File: src/rtl/clmul_iter_unit.sv
// Iterative carry-less multiplier (Zbc clmul/clmulh/clmulr) for the EX stage.
// Processes STEP bits of rs2 per cycle and stalls the upstream pipeline until the result is ready.
module clmul_iter_unit #(
    parameter int STEP = 4
) (
    input  logic        clk,
    input  logic        rst,
    input  logic        start,
    input  logic [1:0]  op,
    input  logic [31:0] rs1_val,
    input  logic [31:0] rs2_val,
    input  logic        flush,
    output logic [31:0] result,
    output logic        done,
    output logic        stall,
    output logic        busy
);

    localparam int ITER = 32 / STEP;

    typedef enum logic [1:0] {
        IDLE = 2'd0,
        BUSY = 2'd1,
        DONE = 2'd2
    } state_t;

    state_t      state;
    state_t      state_nx;
    logic [63:0] a;
    logic [63:0] acc;
    logic [63:0] acc_step;
    logic [31:0] b;
    logic [5:0]  cnt;
    logic [1:0]  op_q;
    logic        last;
    logic [31:0] sel;

    assign last = (cnt == 6'(ITER - 1));

    // Partial products for this cycle's slice of b, folded onto the running accumulator.
    always_comb begin
        acc_step = acc;
        for (int j = 0; j < STEP; j++) begin
            if (b[j]) acc_step = acc_step ^ (a << j);
        end
    end

    always_comb begin
        unique case (op_q)
            2'b01:   sel = acc_step[63:32];
            2'b10:   sel = acc_step[62:31];
            default: sel = acc_step[31:0];
        endcase
    end

    always_ff @(posedge clk) begin
        if (!rst) state <= IDLE;
        else      state <= state_nx;
    end

    // NOTE: stall is decoded from state and start only; feeding done or result back
    // into it would close a combinational loop through the pipeline enables.
    always_comb begin
        state_nx = state;
        stall    = 1'b0;
        busy     = 1'b0;
        done     = 1'b0;
        unique case (state)
            IDLE: begin
                stall = start;
                if (start) state_nx = BUSY;
            end
            BUSY: begin
                stall = 1'b1;
                busy  = 1'b1;
                if (last) state_nx = DONE;
            end
            DONE: begin
                busy     = 1'b1;
                done     = 1'b1;
                state_nx = IDLE;
            end
            default: state_nx = IDLE;
        endcase
        if (flush) state_nx = IDLE;
    end

    always_ff @(posedge clk) begin
        if (!rst) begin
            a      <= '0;
            b      <= '0;
            acc    <= '0;
            cnt    <= '0;
            op_q   <= '0;
            result <= '0;
        end else if (flush) begin
            acc <= '0;
            cnt <= '0;
        end else begin
            unique case (state)
                IDLE: begin
                    if (start) begin
                        a    <= {32'd0, rs1_val};
                        b    <= rs2_val;
                        op_q <= op;
                        acc  <= '0;
                        cnt  <= '0;
                    end
                end
                BUSY: begin
                    acc <= acc_step;
                    a   <= a << STEP;
                    b   <= b >> STEP;
                    cnt <= cnt + 6'd1;
                    if (last) result <= sel;
                end
                default: ;
            endcase
        end
    end

endmodule

File: config.mk
export PLATFORM = sky130hd
export DESIGN_NAME = clmul_iter_unit
export DESIGN_NICKNAME = d
export VERILOG_FILES = /design/src/rtl/clmul_iter_unit.sv
export SDC_FILE = /design/constraint.sdc
export NUM_CORES = 1
export LEC_CHECK = 0
export CORE_MARGIN = 4
export CORE_UTILIZATION = 39
export DETAILED_ROUTE_END_ITERATION = 10
export PLACE_DENSITY = 0.68
export SLEW_MARGIN = 20
export SYNTH_ARGS = -nofsm -noshare
export SYNTH_HDL_FRONTEND = slang
export SYNTH_SLANG_ARGS = --single-unit
export TNS_END_PERCENT = 50
File: constraint.sdc
create_clock -name clk -period 1.95 [get_ports clk]
set_input_delay 0.39 -clock clk [delete_from_list [all_inputs] [get_ports clk]]
set_output_delay 0.39 -clock clk [all_outputs]
set_load 0.05 [all_outputs]
## Word-level counts from Yosys, hierarchy flattened

Index checks and enable logic that the tools add are counted.

- Output and inout port bits: 35
- Logic and storage cells: 49
- Bits in registers: 202

- Reductions and logical operators: 9
- Equality and inequality tests: 7
- $add $sub $neg: 1
- Bitwise gates (word level): 6
- Muxes and demuxes: 19

Operators with widths:

| cell | number |
|---|---|
| two-way mux 64 bit | 6 |
| one-hot mux 64 bit (2 select lines) | 2 |
| XOR 64 bit | 4 |
| one-hot mux 32 bit (2 select lines) | 2 |
| two-way mux 32 bit | 1 |
| one-hot mux 6 bit (2 select lines) | 1 |
| AND reduction 3 bit | 3 |
| adder 6 x 1 -> 6 bit, second input constant | 1 |
| == test 6 x 3 -> 1 bit, second input constant | 1 |
| two-way mux 6 bit | 1 |
| == test 2 x 1 -> 1 bit, second input constant | 2 |
| == test 2 bit, second input constant | 2 |
| two-way mux 2 bit | 2 |
| inequality test 2 bit, second input constant | 2 |
| one-hot mux 2 bit (2 select lines) | 1 |
| AND reduction 2 bit | 2 |
| OR reduction 2 bit | 2 |
| zero test 2 bit | 1 |
| two-way mux 1 bit | 2 |
| NOT 1 bit | 2 |
| one-hot mux 1 bit (2 select lines) | 1 |
| nonzero test 2 bit | 1 |

## Longest topological paths before layout

- Depth in word-level cells: 9
- Depth in mapped cells: 9

## Worst setup path after synthesis

OpenSTA, ideal clock, no wires.

- Path kind: register -> register
- From: register state[1]
- To: register result[2]
- Stages on the path, launching flop included: 10
- Period minus slack after synthesis: 1,795 ps
- Path slack: 155 ps
- Library setup time: 123 ps
- Arrival: 1,673 ps
- Buffers on the path: 2
- Cells stage by stage: dfxtp_1 inv_1 ha_1 buf_4 inv_1 nor4_2 nor2_1 clkbuf_1 a32oi_1 o21ai_1

- Cells in the longest elaborated chain, start to end: 2

RTL lines:

| what | line | source |
|---|---|---|
| start, declared | 27 | `state_t state;` |
| start signal, assigned | 58 | `else state <= state_nx;` |
| == test 2 x 1 -> 1 bit | 100 | `unique case (state)` |
| AND reduction 3 bit (no line) | -- |  |
| end signal, assigned | 115 | `if (last) result <= sel;` |
| end, declared | 13 | `output logic [31:0] result,` |

Every way passes these cells.
A chain may end at the register's enable or synchronous reset.

## Worst setup path after layout

- From: register state[1]
- To: output stall

- Cells in the longest elaborated chain, start to end: 2
- Elaborated cells on any way between the ends: 3
- Classes of those cells: 1 x eq/ne; 1 x mux; 1 x reduce/logical

RTL lines:

| what | line | source |
|---|---|---|
| == test 2 x 1 -> 1 bit or zero test 2 bit (tied branches) | 68 | `unique case (state)` |
| one-hot mux 1 bit (2 select lines) * | 68 |  |
| end, declared | 15 | `output logic stall,` |

Mark *: on every way between the ends. The rest lies on a longest branch, timed or not.

==> results.py <==
metrics = {
    "placed_design": {
        "dp.cells": 1779,
        "io_buffers": 104,
        "place.gp.congestion": 0.785,
        "dp_hpwl_um": 21200,
        "dp_slack_ns": -0.200,
    },
    "floorplanning": {
        "die-area_mm2": 0.0323,
        "dieHeight_um": 180,
        "coreArea_mm2": 0.0289,
        "row_count": 62,
        "ios": 105,
        "start_util_pct": 39.8,
        "die_x_um": 180,
    },
    "timing": {
        "final.min_clock_period_ns": 1.90,
        "setup_viol": 0,
        "worst_pin_slew_ns": 0.578,
        "hold_ws_ns": 0.450,
        "slew_viol_final": 0,
        "fmax_mhz": 525,
        "hold_violations": 0,
        "relSlewSlack_pct": 61.3,
        "rsz0062_at_grt": "yes",
        "finalCritPeriodShare_pct": 97.7,
        "final.setup.worst_slack_ns": 0.0450,
        "fin_skew_ns": 0.0214,
    },
    "routing": {
        "wl_per_cell_um": 17.5,
        "ant_nets": 0,
        "drc": 0,
        "post_drt_via_cell_ratio": 5.35,
        "vias": 9768,
        "initialDrtViolationCount": 809,
        "drt_wl_total_um": 32000,
        "firstDrtPassIters": 6,
    },
    "min_path": {
        "hp-start": "b[31]",
        "worstHoldEndpoint": "b[31]",
        "hp-class": "flop to flop",
        "min_path_cells": 2,
    },
    "cells_and_area": {
        "final_cell_mix": "310 x nand2_1, 195 x dfxtp_1, 144 x nor2_1",
        "final_common_cell": "nand2_1",
        "antenna_cells": 0,
        "postLayoutCoreUtil_pct": 49.9,
        "finalNonFillerCells": 1827,
        "nets": 1506,
        "drive_gt1_share_pct": 13.6,
        "areaGrowthSynthToFinish_pct": 25.2,
    },
    "clocking": {
        "htreeDepth": 1,
        "clockRootBuffer": "clkbuf_16",
        "clock_sinks": 202,
        "clockBufferDepth": 3,
        "worstSkewPairLatency_ns": 0.51,
        "cts_tree": "yes",
        "clk_transition_reported_paths_ns": 0.06,
        "cts_buffers": 23,
    },
    "setup_path": {
        "cp.required_ns": 1.56,
        "reg2reg_depth": 7,
        "criticalPathCategory": "flop to primary output",
        "critPathMaxFanout": 5,
        "timing.rr.end": "result[9]",
        "regToRegSetupSlack_ns": 0.07,
        "start_kind": "flop",
        "end_kind": "primary output",
        "rr_startpoint": "cnt[1]",
        "worstPathArrival_ns": 1.51,
    },
    "synthesis": {
        "synth_compound_gate_area_share_pct": 15.0,
        "synth_xor_area_share_pct": 22.0,
        "synth_top_family_by_area": "XOR/XNOR gates",
        "synth-async-reset-ratio_pct": 0,
        "synth-edff-count": 0,
        "synth_nets": 1389,
        "synth_flop_cell": "dfxtp_1",
        "seq_area_frac_synth_pct": 35.2,
        "muxShareOfSynthArea_pct": 4.96,
        "syn_inst": 1313,
        "yosys.area_share.simple_pct": 17.9,
        "synth_fa_ha_area_share_pct": 0.653,
        "yosys.area.top_type": "dfxtp_1",
        "yosysWarningCount": 0,
        "yosysTopAreaCellShare_pct": 35.2,
        "syn_avg_cell_area_um2": 8.76,
        "synthTopCellsByArea": "dfxtp_1 35%, xnor3_1 12%, nand2_1 10%, xnor2_1 7.2%, a22oi_1 7.0%",
        "ys_ff_latch": 202,
        "synth.distinct_cells": 41,
        "syn_area_mm2": 0.0115,
    },
    "power_and_ir_drop": {
        "p_leak_uw": 0.00562,
        "max-vdd-ir-drop_uv": 542,
        "seqPwrFrac_pct": 43.4,
        "power.total_uw": 10000,
        "sw_frac_of_total_pct": 25.3,
        "comb_power_share_pct": 13.0,
        "switchingPower_uw": 2540,
        "cellPowerDensity_mw_per_mm2": 697,
        "p_int_uw": 7490,
        "clockPowerShare_pct": 43.6,
    },
    "grt": {
        "gr-total-overflow": 0,
        "antenna_found_initial": 0,
        "grt_max_degree": 65,
        "gr-usage-all-layers_pct": 18.8,
        "grt_pass1_wl_um": 51300,
        "first_global_vias": 9868,
    },
    "run_status": {
        "status": "finished clean",
    },
    "run": {
        "maxCapViolCount": 0,
    },
}
through the flow:
stage / setup TNS [ns] / cell area (um^2)
floorplan: 0 / 11500
global placement: -1.89 / 13400
detailed placement: -3.25 / 13400
CTS: -0.0593 / 14200
finish: 0 / 14400
global route: -0.461 / 14400
Yosys cell counts (all sizes together), types with 34 or more instances:
| cell type | instances |
|---|---|
| xnor2 | 94 |
| dfxtp | 202 |
| xor2 | 38 |
| clkbuf | 56 |
| o21ai | 34 |
| nor2 | 149 |
| xnor3 | 61 |
| buf | 45 |
| nand2 | 313 |
| mux2i | 57 |
| a22oi | 107 |
| a211oi | 56 |
cell type report:
cell class / count / area [um^2]
Tap cell: 384 / 480
Inverter: 6 / 27.5
Sequential cell: 202 / 4060
Clock buffer: 33 / 673
Multi-Input combinational cell: 1004 / 7090
Timing Repair Buffer: 193 / 1990
Clock inverter: 5 / 81.3
Fill cell: 2710 / 14500
sequential cells by signal (all words and copies together), names as in the netlist:
signal and count:
acc 64, op_q 2, b 32, a 64, state 2, cnt 6
result 32
logic make-up after synthesis:
logic type / after synthesis
AO/OA/AOI/OAI: 238
multiplexers: 57
AND/OR/NAND/NOR: 510
buffers and inverters: 107
adder cells (fa/ha/maj): 6
flip-flops: 202
XOR/XNOR: 193
worst max-delay path by stage:
stage                 to      from  slack (ns)  cells after the start
6_report           stall  state[1]        0.05                      6
3_5_place_dp       b[29]     flush       -0.20                      4
4_1_cts            stall  state[0]       -0.03                      6
5_1_grt        result[5]    cnt[1]       -0.05                      7
3_3_place_gp        a[0]     flush       -0.14                      4
2_1_floorplan  result[2]  state[1]        0.15                      9
power by group through the flow:
stage / clock [uW] / combinational, uW / sequential [uW]
after floorplan: 0 / 699 / 4390
after detailed placement: 0 / 1230 / 4450
after CTS: 4460 / 1240 / 4360
after global placement: 0 / 1210 / 4440
after global routing: 4640 / 1400 / 4370
final: 4380 / 1300 / 4350
worst max-delay path, stage by stage, from the launching register on:
cell     delay (ns)
dfxtp_4        0.36
inv_4          0.08
ha_4           0.16
nand2_2        0.06
buf_4          0.15
nand2_4        0.08
buf_12         0.13
repair_timing:
item,in CTS,in global routing
gates resized for setup,6,24
setup endpoints to repair,8,62
pin swaps,1,6
cloned,0,5
hold buffers,0,0
buffers inserted,2,4
hold endpoints to repair,0,0
layer usage:
metal	global-route usage, %	vias up	share of wire [%]
li1	-	4719	-
met1	25.1	4695	44
met2	31.7	306	48
met3	2.81	48	5.7
met4	5.33	0	2.5
met5	0	-	0
(Power assumes the default switching activity.)
